<file path="src/rtl/pe_cfg_array_if.sv">
// Bundles the configuration, weight, line-bus and psum ports of pe_cfg_array.
// The master side is the controller or bench; the slave side is the PE.
interface pe_cfg_array_if #(
  parameter int DATA_W     = 16,
  parameter int NUM_LINES  = 32,
  parameter int WMEM_DEPTH = 64
);
  localparam int DW = $clog2(WMEM_DEPTH + 1);
  localparam int LW = (NUM_LINES > 1) ? $clog2(NUM_LINES) : 1;

  logic                        clear;
  logic                        cfg_load;
  logic [DW-1:0]               cfg_delta;
  logic                        cfg_mode;
  logic                        cfg_relu6;
  logic                        cfg_szd_en;
  logic [LW-1:0]               line_sel;
  logic                        w_valid;
  logic                        w_ready;
  logic signed [DATA_W-1:0]    w_data;
  logic [NUM_LINES*DATA_W-1:0] ix_bus;
  logic                        ix_valid;
  logic                        stride_req;
  logic signed [DATA_W-1:0]    psum_in;
  logic                        psum_in_valid;
  logic signed [DATA_W-1:0]    psum_out;
  logic                        psum_out_valid;
  logic                        busy;

  modport master (
    output clear, cfg_load, cfg_delta, cfg_mode, cfg_relu6, cfg_szd_en, line_sel,
           w_valid, w_data, ix_bus, ix_valid, psum_in, psum_in_valid,
    input  w_ready, stride_req, psum_out, psum_out_valid, busy
  );

  modport slave (
    input  clear, cfg_load, cfg_delta, cfg_mode, cfg_relu6, cfg_szd_en, line_sel,
           w_valid, w_data, ix_bus, ix_valid, psum_in, psum_in_valid,
    output w_ready, stride_req, psum_out, psum_out_valid, busy
  );
endinterface

</file>
<file path="src/rtl/pe_cfg_array.sv">
// Configurable CNN processing element: weight load, activation fetch, 2-stage MAC/MAX pipeline.
// Optional macro PE_SAT_EN: saturating product truncation and accumulate instead of wrap.
module pe_cfg_array #(
  parameter int DATA_W     = 16,
  parameter int NUM_LINES  = 32,
  parameter int WMEM_DEPTH = 64,
  parameter int FRAC_SHIFT = 16,
  parameter int RELU6_VAL  = 6
) (
  input logic           clk,
  input logic           rst_n,
  pe_cfg_array_if.slave bus
);
  localparam int DW = $clog2(WMEM_DEPTH + 1);
  localparam int AW = (WMEM_DEPTH > 1) ? $clog2(WMEM_DEPTH) : 1;

  localparam logic [1:0] S_IDLE  = 2'd0;
  localparam logic [1:0] S_LOAD  = 2'd1;
  localparam logic [1:0] S_FETCH = 2'd2;
  localparam logic [1:0] S_RUN   = 2'd3;

  localparam logic signed [DATA_W-1:0] RELU6 = DATA_W'(RELU6_VAL);

  logic [1:0]               state;
  logic [DW-1:0]            delta_q;
  logic [DW-1:0]            delta_in;
  logic [DW-1:0]            last_idx;
  logic                     mode_q;
  logic                     relu6_q;
  logic                     szd_q;
  logic [AW-1:0]            wa;
  logic [AW-1:0]            ra;
  logic signed [DATA_W-1:0] input_reg;
  logic signed [DATA_W-1:0] lane;
  logic signed [DATA_W-1:0] x_eff;
  logic signed [DATA_W-1:0] mem [WMEM_DEPTH];

  logic                     s1_valid;
  logic signed [DATA_W-1:0] s1_w;
  logic signed [DATA_W-1:0] s1_x;
  logic signed [DATA_W-1:0] s1_psum;
  logic signed [DATA_W-1:0] out_q;
  logic                     out_valid_q;
  logic signed [DATA_W-1:0] next_out;

  logic w_fire;
  logic ix_fire;
  logic step;

  assign w_fire  = (state == S_LOAD)  && bus.w_valid       && !bus.clear;
  assign ix_fire = (state == S_FETCH) && bus.ix_valid      && !bus.clear;
  assign step    = (state == S_RUN)   && bus.psum_in_valid && !bus.clear;

  assign last_idx = delta_q - DW'(1);
  assign lane     = bus.ix_bus[bus.line_sel*DATA_W +: DATA_W];
  assign x_eff    = (szd_q && input_reg <= 0) ? '0 : input_reg;

  // A zero delta still runs one step; oversize deltas are held to the RAM depth.
  always_comb begin
    delta_in = bus.cfg_delta;
    if (bus.cfg_delta == '0)
      delta_in = DW'(1);
    else if (bus.cfg_delta > DW'(WMEM_DEPTH))
      delta_in = DW'(WMEM_DEPTH);
  end

  always_ff @(posedge clk or negedge rst_n) begin
    if (!rst_n) begin
      state     <= S_IDLE;
      delta_q   <= '0;
      mode_q    <= 1'b0;
      relu6_q   <= 1'b0;
      szd_q     <= 1'b0;
      wa        <= '0;
      ra        <= '0;
      input_reg <= '0;
    end else if (bus.clear) begin
      state <= S_IDLE;
      wa    <= '0;
      ra    <= '0;
    end else begin
      case (state)
        S_IDLE: begin
          if (bus.cfg_load) begin
            delta_q <= delta_in;
            mode_q  <= bus.cfg_mode;
            relu6_q <= bus.cfg_relu6;
            szd_q   <= bus.cfg_szd_en;
            wa      <= '0;
            state   <= S_LOAD;
          end
        end
        S_LOAD: begin
          if (w_fire) begin
            if (DW'(wa) == last_idx) begin
              wa    <= '0;
              state <= S_FETCH;
            end else begin
              wa <= wa + AW'(1);
            end
          end
        end
        S_FETCH: begin
          if (ix_fire) begin
            input_reg <= lane;
            ra        <= '0;
            state     <= S_RUN;
          end
        end
        default: begin
          if (step) begin
            if (DW'(ra) == last_idx) state <= S_FETCH;
            else                     ra    <= ra + AW'(1);
          end
        end
      endcase
    end
  end

  // Weight RAM contents survive clear so only the LOAD handshake rewrites them.
  always_ff @(posedge clk) begin
    if (w_fire) mem[wa] <= bus.w_data;
  end

  always_comb begin
    logic signed [2*DATA_W-1:0] prod;
    logic signed [DATA_W-1:0]   p;
    logic signed [DATA_W-1:0]   sum;
`ifdef PE_SAT_EN
    logic signed [2*DATA_W-1:0] shifted;
    logic signed [DATA_W:0]     sum_w;
    logic signed [2*DATA_W-1:0] pmax;
    logic signed [2*DATA_W-1:0] pmin;
`endif
    prod = (2*DATA_W)'(s1_w) * (2*DATA_W)'(s1_x);
`ifdef PE_SAT_EN
    pmax    = {{(DATA_W+1){1'b0}}, {(DATA_W-1){1'b1}}};
    pmin    = ~pmax;
    shifted = prod >>> FRAC_SHIFT;
    if (shifted > pmax)      p = {1'b0, {(DATA_W-1){1'b1}}};
    else if (shifted < pmin) p = {1'b1, {(DATA_W-1){1'b0}}};
    else                     p = shifted[DATA_W-1:0];
    sum_w = {p[DATA_W-1], p} + {s1_psum[DATA_W-1], s1_psum};
    if (sum_w[DATA_W] != sum_w[DATA_W-1])
      sum = sum_w[DATA_W] ? {1'b1, {(DATA_W-1){1'b0}}} : {1'b0, {(DATA_W-1){1'b1}}};
    else
      sum = sum_w[DATA_W-1:0];
`else
    p   = DATA_W'(prod >>> FRAC_SHIFT);
    sum = p + s1_psum;
`endif
    if (relu6_q && sum > RELU6) sum = RELU6;
    // Direct signed compare keeps MAX correct at the extremes of the range.
    next_out = mode_q ? sum : ((s1_x > s1_psum) ? s1_x : s1_psum);
  end

  always_ff @(posedge clk or negedge rst_n) begin
    if (!rst_n) begin
      s1_valid    <= 1'b0;
      s1_w        <= '0;
      s1_x        <= '0;
      s1_psum     <= '0;
      out_q       <= '0;
      out_valid_q <= 1'b0;
    end else begin
      s1_valid    <= step;
      out_valid_q <= s1_valid && !bus.clear;
      if (step) begin
        s1_w    <= mem[ra];
        s1_x    <= x_eff;
        s1_psum <= bus.psum_in;
      end
      if (s1_valid) out_q <= next_out;
    end
  end

  assign bus.w_ready        = (state == S_LOAD);
  assign bus.stride_req     = (state == S_FETCH);
  assign bus.busy           = (state != S_IDLE);
  assign bus.psum_out       = out_q;
  assign bus.psum_out_valid = out_valid_q;
endmodule

</file>
<file path="src/flat_wrapper.sv">
// flat-port wrapper written by rule: the top's interface ports become plain ports
module pe_cfg_array_flat 
#(
  parameter int DATA_W     = 16,
  parameter int NUM_LINES  = 32,
  parameter int WMEM_DEPTH = 64,
  parameter int FRAC_SHIFT = 16,
  parameter int RELU6_VAL  = 6
)
  (clk, rst_n, bus_clear, bus_cfg_load, bus_cfg_delta, bus_cfg_mode, bus_cfg_relu6, bus_cfg_szd_en, bus_line_sel, bus_w_valid, bus_w_data, bus_ix_bus, bus_ix_valid, bus_psum_in, bus_psum_in_valid, bus_w_ready, bus_stride_req, bus_psum_out, bus_psum_out_valid, bus_busy);
  pe_cfg_array_if #(.DATA_W(DATA_W), .NUM_LINES(NUM_LINES), .WMEM_DEPTH(WMEM_DEPTH)) bus_i ();
  input logic clk;
  input logic rst_n;
  input wire logic [$bits(bus_i.clear)-1:0] bus_clear;
  input wire logic [$bits(bus_i.cfg_load)-1:0] bus_cfg_load;
  input wire logic [$bits(bus_i.cfg_delta)-1:0] bus_cfg_delta;
  input wire logic [$bits(bus_i.cfg_mode)-1:0] bus_cfg_mode;
  input wire logic [$bits(bus_i.cfg_relu6)-1:0] bus_cfg_relu6;
  input wire logic [$bits(bus_i.cfg_szd_en)-1:0] bus_cfg_szd_en;
  input wire logic [$bits(bus_i.line_sel)-1:0] bus_line_sel;
  input wire logic [$bits(bus_i.w_valid)-1:0] bus_w_valid;
  input wire logic [$bits(bus_i.w_data)-1:0] bus_w_data;
  input wire logic [$bits(bus_i.ix_bus)-1:0] bus_ix_bus;
  input wire logic [$bits(bus_i.ix_valid)-1:0] bus_ix_valid;
  input wire logic [$bits(bus_i.psum_in)-1:0] bus_psum_in;
  input wire logic [$bits(bus_i.psum_in_valid)-1:0] bus_psum_in_valid;
  output wire logic [$bits(bus_i.w_ready)-1:0] bus_w_ready;
  output wire logic [$bits(bus_i.stride_req)-1:0] bus_stride_req;
  output wire logic [$bits(bus_i.psum_out)-1:0] bus_psum_out;
  output wire logic [$bits(bus_i.psum_out_valid)-1:0] bus_psum_out_valid;
  output wire logic [$bits(bus_i.busy)-1:0] bus_busy;
  assign bus_i.clear = bus_clear;
  assign bus_i.cfg_load = bus_cfg_load;
  assign bus_i.cfg_delta = bus_cfg_delta;
  assign bus_i.cfg_mode = bus_cfg_mode;
  assign bus_i.cfg_relu6 = bus_cfg_relu6;
  assign bus_i.cfg_szd_en = bus_cfg_szd_en;
  assign bus_i.line_sel = bus_line_sel;
  assign bus_i.w_valid = bus_w_valid;
  assign bus_i.w_data = bus_w_data;
  assign bus_i.ix_bus = bus_ix_bus;
  assign bus_i.ix_valid = bus_ix_valid;
  assign bus_i.psum_in = bus_psum_in;
  assign bus_i.psum_in_valid = bus_psum_in_valid;
  assign bus_w_ready = bus_i.w_ready;
  assign bus_stride_req = bus_i.stride_req;
  assign bus_psum_out = bus_i.psum_out;
  assign bus_psum_out_valid = bus_i.psum_out_valid;
  assign bus_busy = bus_i.busy;
  pe_cfg_array #(.DATA_W(DATA_W), .NUM_LINES(NUM_LINES), .WMEM_DEPTH(WMEM_DEPTH), .FRAC_SHIFT(FRAC_SHIFT), .RELU6_VAL(RELU6_VAL)) u_core (.clk(clk), .rst_n(rst_n), .bus(bus_i));
endmodule
</file>
<file path="config.mk">
export PLATFORM = sky130hd
export DESIGN_NAME = pe_cfg_array_flat
export DESIGN_NICKNAME = d
export VERILOG_FILES = /design/src/rtl/pe_cfg_array_if.sv /design/src/rtl/pe_cfg_array.sv /design/src/flat_wrapper.sv
export SDC_FILE = /design/constraint.sdc
export NUM_CORES = 2
export LEC_CHECK = 0
export ABC_AREA = 1
export BUFFER_PORTS_ARGS = -buffer_cell sky130_fd_sc_hd__buf_2
export CAP_MARGIN = 20
export CORE_MARGIN = 2
export CORE_UTILIZATION = 45
export CTS_CLUSTER_SIZE = 25
export DETAILED_ROUTE_END_ITERATION = 7
export PLACE_DENSITY = 0.61
export SYNTH_ARGS = -nofsm -noshare
export SYNTH_HDL_FRONTEND = slang
export SYNTH_SLANG_ARGS = --single-unit
</file>
<file path="constraint.sdc">
create_clock -name clk -period 9.6 [get_ports clk]
set_clock_uncertainty 0.2 [all_clocks]
set_input_delay 0.96 -clock clk [delete_from_list [all_inputs] [get_ports clk]]
set_output_delay 0.96 -clock clk [all_outputs]
set_load 0.02 [all_outputs]
</file>
==> metrics.md <==
| Metric | Value |
|---|---|
| Top register by number of flip-flops | u_core.mem |
| Chip height | 371 um |
| Skew-Pair Late Insertion Delay | 0.76 ns |
| CP max-delay cell | fa_1 |
| Buffer depth of the longest clock path | 3 |
| Number of endpoints failing setup at the final stage | 0 |
| DRC viols | 0 |
| Antenna Nets Post-Route | 0 |
| Worst Path Max Fanout | 17 |
| Final HPWL from detailed placement | 147 mm |
| Number of port buffers | 585 |
| Pin count of the biggest net entering global routing | 177 |
| Die extent in x | 371 um |
| Instance count after placement with tap cells included | 8068 |
| Number of placement rows | 134 |
| Most common cell after layout, fill and taps aside | nor2_1 |
| Inserted Clock Buffers | 117 |
| Max-Cap Viols | 0 |
| Main synth FF type | edfxtp_1 |
| Overflow after GRT | 0 |
| Setup TNS | 0 ns |
| Number of synthesis warnings | 0 |
| Number of standard cells in the final layout excluding fillers | 8323 |
| Gate Count Post-Synth | 5999 |
| Flip-flop count of the largest register, all copies and words added | 1024 |
| Slack of the critical path | 1.24 ns |
| Final critical delay including setup and external delays | 8.36 ns |
| Slowest cell delay on critical path | 0.67 ns |
| Sequential cell area fraction in the yosys report | 55.0% |
| Ratio of cells with drive above 1 in the final layout | 14.8% |
| Initial antenna violation count | 40 |
| Clock transition at the registers of the reported paths | 0.07 ns |
| Count of clock tree sinks | 1130 |
| Setup repair after global routing missed its margin | false |
| Fraction of registers with async set/reset | 9.38% |
| Routed wirelength normalized by instance count | 26.2 um |
| Mapped Nets | 6942 |
| Core region area | 134000 um2 |
| First-pass GRT wire length | 310 mm |
| Crit path DAT | 8.84 ns |
| Required time of the critical path | 10.08 ns |
| Worst rel slew slack | 19.4% |
| Resized cells post-CTS | 0 |
| Most area-consuming cells after synthesis | edfxtp_1, fa_1, o21ai_0, nor2_1, dfrtp_1 |
| Number of buffers inserted by hold repair at cts | 0 |
| Via count of the first global-routing pass | 44900 |
| Transition time at the pin with the least slew margin | 1.20 ns |
| Class of the worst hold path | input pin to asynchronous set/reset pin |
| Type of element capturing the critical path | flop |
| Most frequent cells in the layout | nor2_1, edfxtp_1, o21ai_0 |
| Final count of hold timing violations | 0 |
| Average size of a mapped cell | 10.1 um2 |
| Proportion of netlist area held by the largest area contributor | 50.6% |
| Signed area change from the synthesized netlist to the final layout | 13.9% |
| Slew Limit Fails | 0 |
| Start-to-end type of the worst setup path | flop to flop |
| Netlist area before placement | 60700 um2 |
| H-tree level count | 3 |
| Most area-hungry cell type in the Yosys netlist | edfxtp_1 |
| DR vias | 48200 |
| Die Area | 138000 um2 |
| Final #Nets | 7370 |
| Highest clock rate | 120 MHz |
| Number of flops mapped to enable cells by yosys | 1024 |
| Drt pass-1 iters | 6 |
| Flip-flop and latch count after synthesis | 1130 |
| Distinct cell type count after synthesis | 50 |
| DRC violation total after the first TritonRoute iteration | 5305 |
| Final worst path period share | 87.1% |
| GPL Wtd Cong | 0.973 |
| Wire length reported by the detailed router | 218 mm |
| Number of setup buffers added after CTS | 0 |
| Library cell used as clock root buffer | clkbuf_16 |
| Dpl ws | 1.22 ns |
| TritonCTS clock tree | built |
| Initial core utilization | 45.4% |
| Critical Path Start Type | flop |
| Filler cell count | 12200 |
| Run status | finished clean |
| GRT Util Overall | 31.0% |
| IO Pins | 586 |
| Via count normalized by instance count | 5.79 |
-- layout make-up --
class	instances	area (um2)	share of cell area, %
diodes	31	77.6	0.112
clock buffers	142	3060	4.43
clock inverters	74	654	0.946
inverters	582	2210	3.19
multi-input cells	3878	23500	34.0
flip-flops and latches	1130	33400	48.3
well taps	1768	2210	3.20
repair buffers	718	4040	5.84
-- metrics by stage --
step                area (um2)  hold slack [ns]  util (%)
floorplan                60700            0.239         -
global placement         65300            0.259      48.9
detailed placement       65300            0.262      48.9
CTS                      69000           0.0745      51.6
global route             69200            0.105      51.7
finish                   69200           0.0635      51.8
-- kinds of logic (layout without fill, tap and decap cells) --
family                     after synthesis  in the layout  share of synthesized area (%)
other                                    0             31                              0
DFF                                   1130           1130                           55.0
xor gates and xnor gates                35             35                          0.548
buffers and inverters                  991           1516                           6.34
adders and majority gates              377            377                           11.0
AOI/OAI and AO/OA                     1535           1535                           14.3
and+or+nand+nor                       1931           1931                           12.8
-- path summary, 6_finish.rpt --
path                                              from                        end  slack [ns]  cells after the start
worst max-delay path                   u_core.s1_w[15]     u_core.bus.psum_out[3]        1.24                     31
worst min-delay path                             rst_n  u_core.bus.psum_out_valid        0.06                      1
worst max register to register         u_core.s1_w[15]     u_core.bus.psum_out[3]        1.24                     31
worst min register to register  u_core.bus.psum_out[2]     u_core.bus.psum_out[2]        0.29                      2
max in group asynchronous                        rst_n             u_core.s1_x[9]        7.68                      2
min in group clk                        bus_psum_in[3]          u_core.s1_psum[3]        0.21                      3
-- cells in the mapped netlist, types with 2 or more instances --
| library cell | n |
|---|---|
| nor2_1 | 1066 |
| edfxtp_1 | 1024 |
| o21ai_0 | 884 |
| nand2_1 | 585 |
| inv_1 | 567 |
| clkbuf_1 | 315 |
| o22ai_1 | 302 |
| fa_1 | 262 |
| nand3_1 | 194 |
| a21oi_1 | 119 |
| ha_1 | 115 |
| o221ai_1 | 112 |
| dfrtp_1 | 106 |
| buf_2 | 69 |
| o211ai_1 | 38 |
| o21ai_1 | 27 |
| xor2_1 | 27 |
| nand2_2 | 23 |
| a31oi_1 | 21 |
| nand4_1 | 20 |
| buf_1 | 17 |
| nor3_1 | 11 |
| a21oi_2 | 10 |
| inv_2 | 8 |
| buf_4 | 7 |
| clkinv_1 | 7 |
| nand3_2 | 6 |
| o311ai_1 | 6 |
| or2_2 | 6 |
| xnor2_1 | 6 |
| nand3b_1 | 5 |
| nor2_2 | 4 |
| nor4_1 | 4 |
| o21bai_1 | 4 |
| o31ai_1 | 3 |
| a21boi_0 | 2 |
| a21o_1 | 2 |
| nand4_2 | 2 |
| nor3b_1 | 2 |
-- critical path, delay by kind of cell (launching register included) --
kind | cells | cell delay (ns)
buffers and inverters | 6 | 0.94
AO/OA/AOI/OAI | 5 | 0.95
adder cells (fa/ha/maj) | 8 | 3.88
AND/OR/NAND/NOR | 11 | 1.60
flip-flops | 1 | 0.59
XOR/XNOR | 1 | 0.16
-- per-layer routing --
layer	vias to the layer above	global-route usage, %	part of all wire, %
li1	21700	-	-
met4	12	19.4	6.5
met1	23800	40.6	39
met3	383	6.68	8.4
met2	2340	47.2	46
met5	-	0	0.036
Power is not shown: default switching activity piles up to over one toggle a cycle in this logic, so the estimate is an artifact.
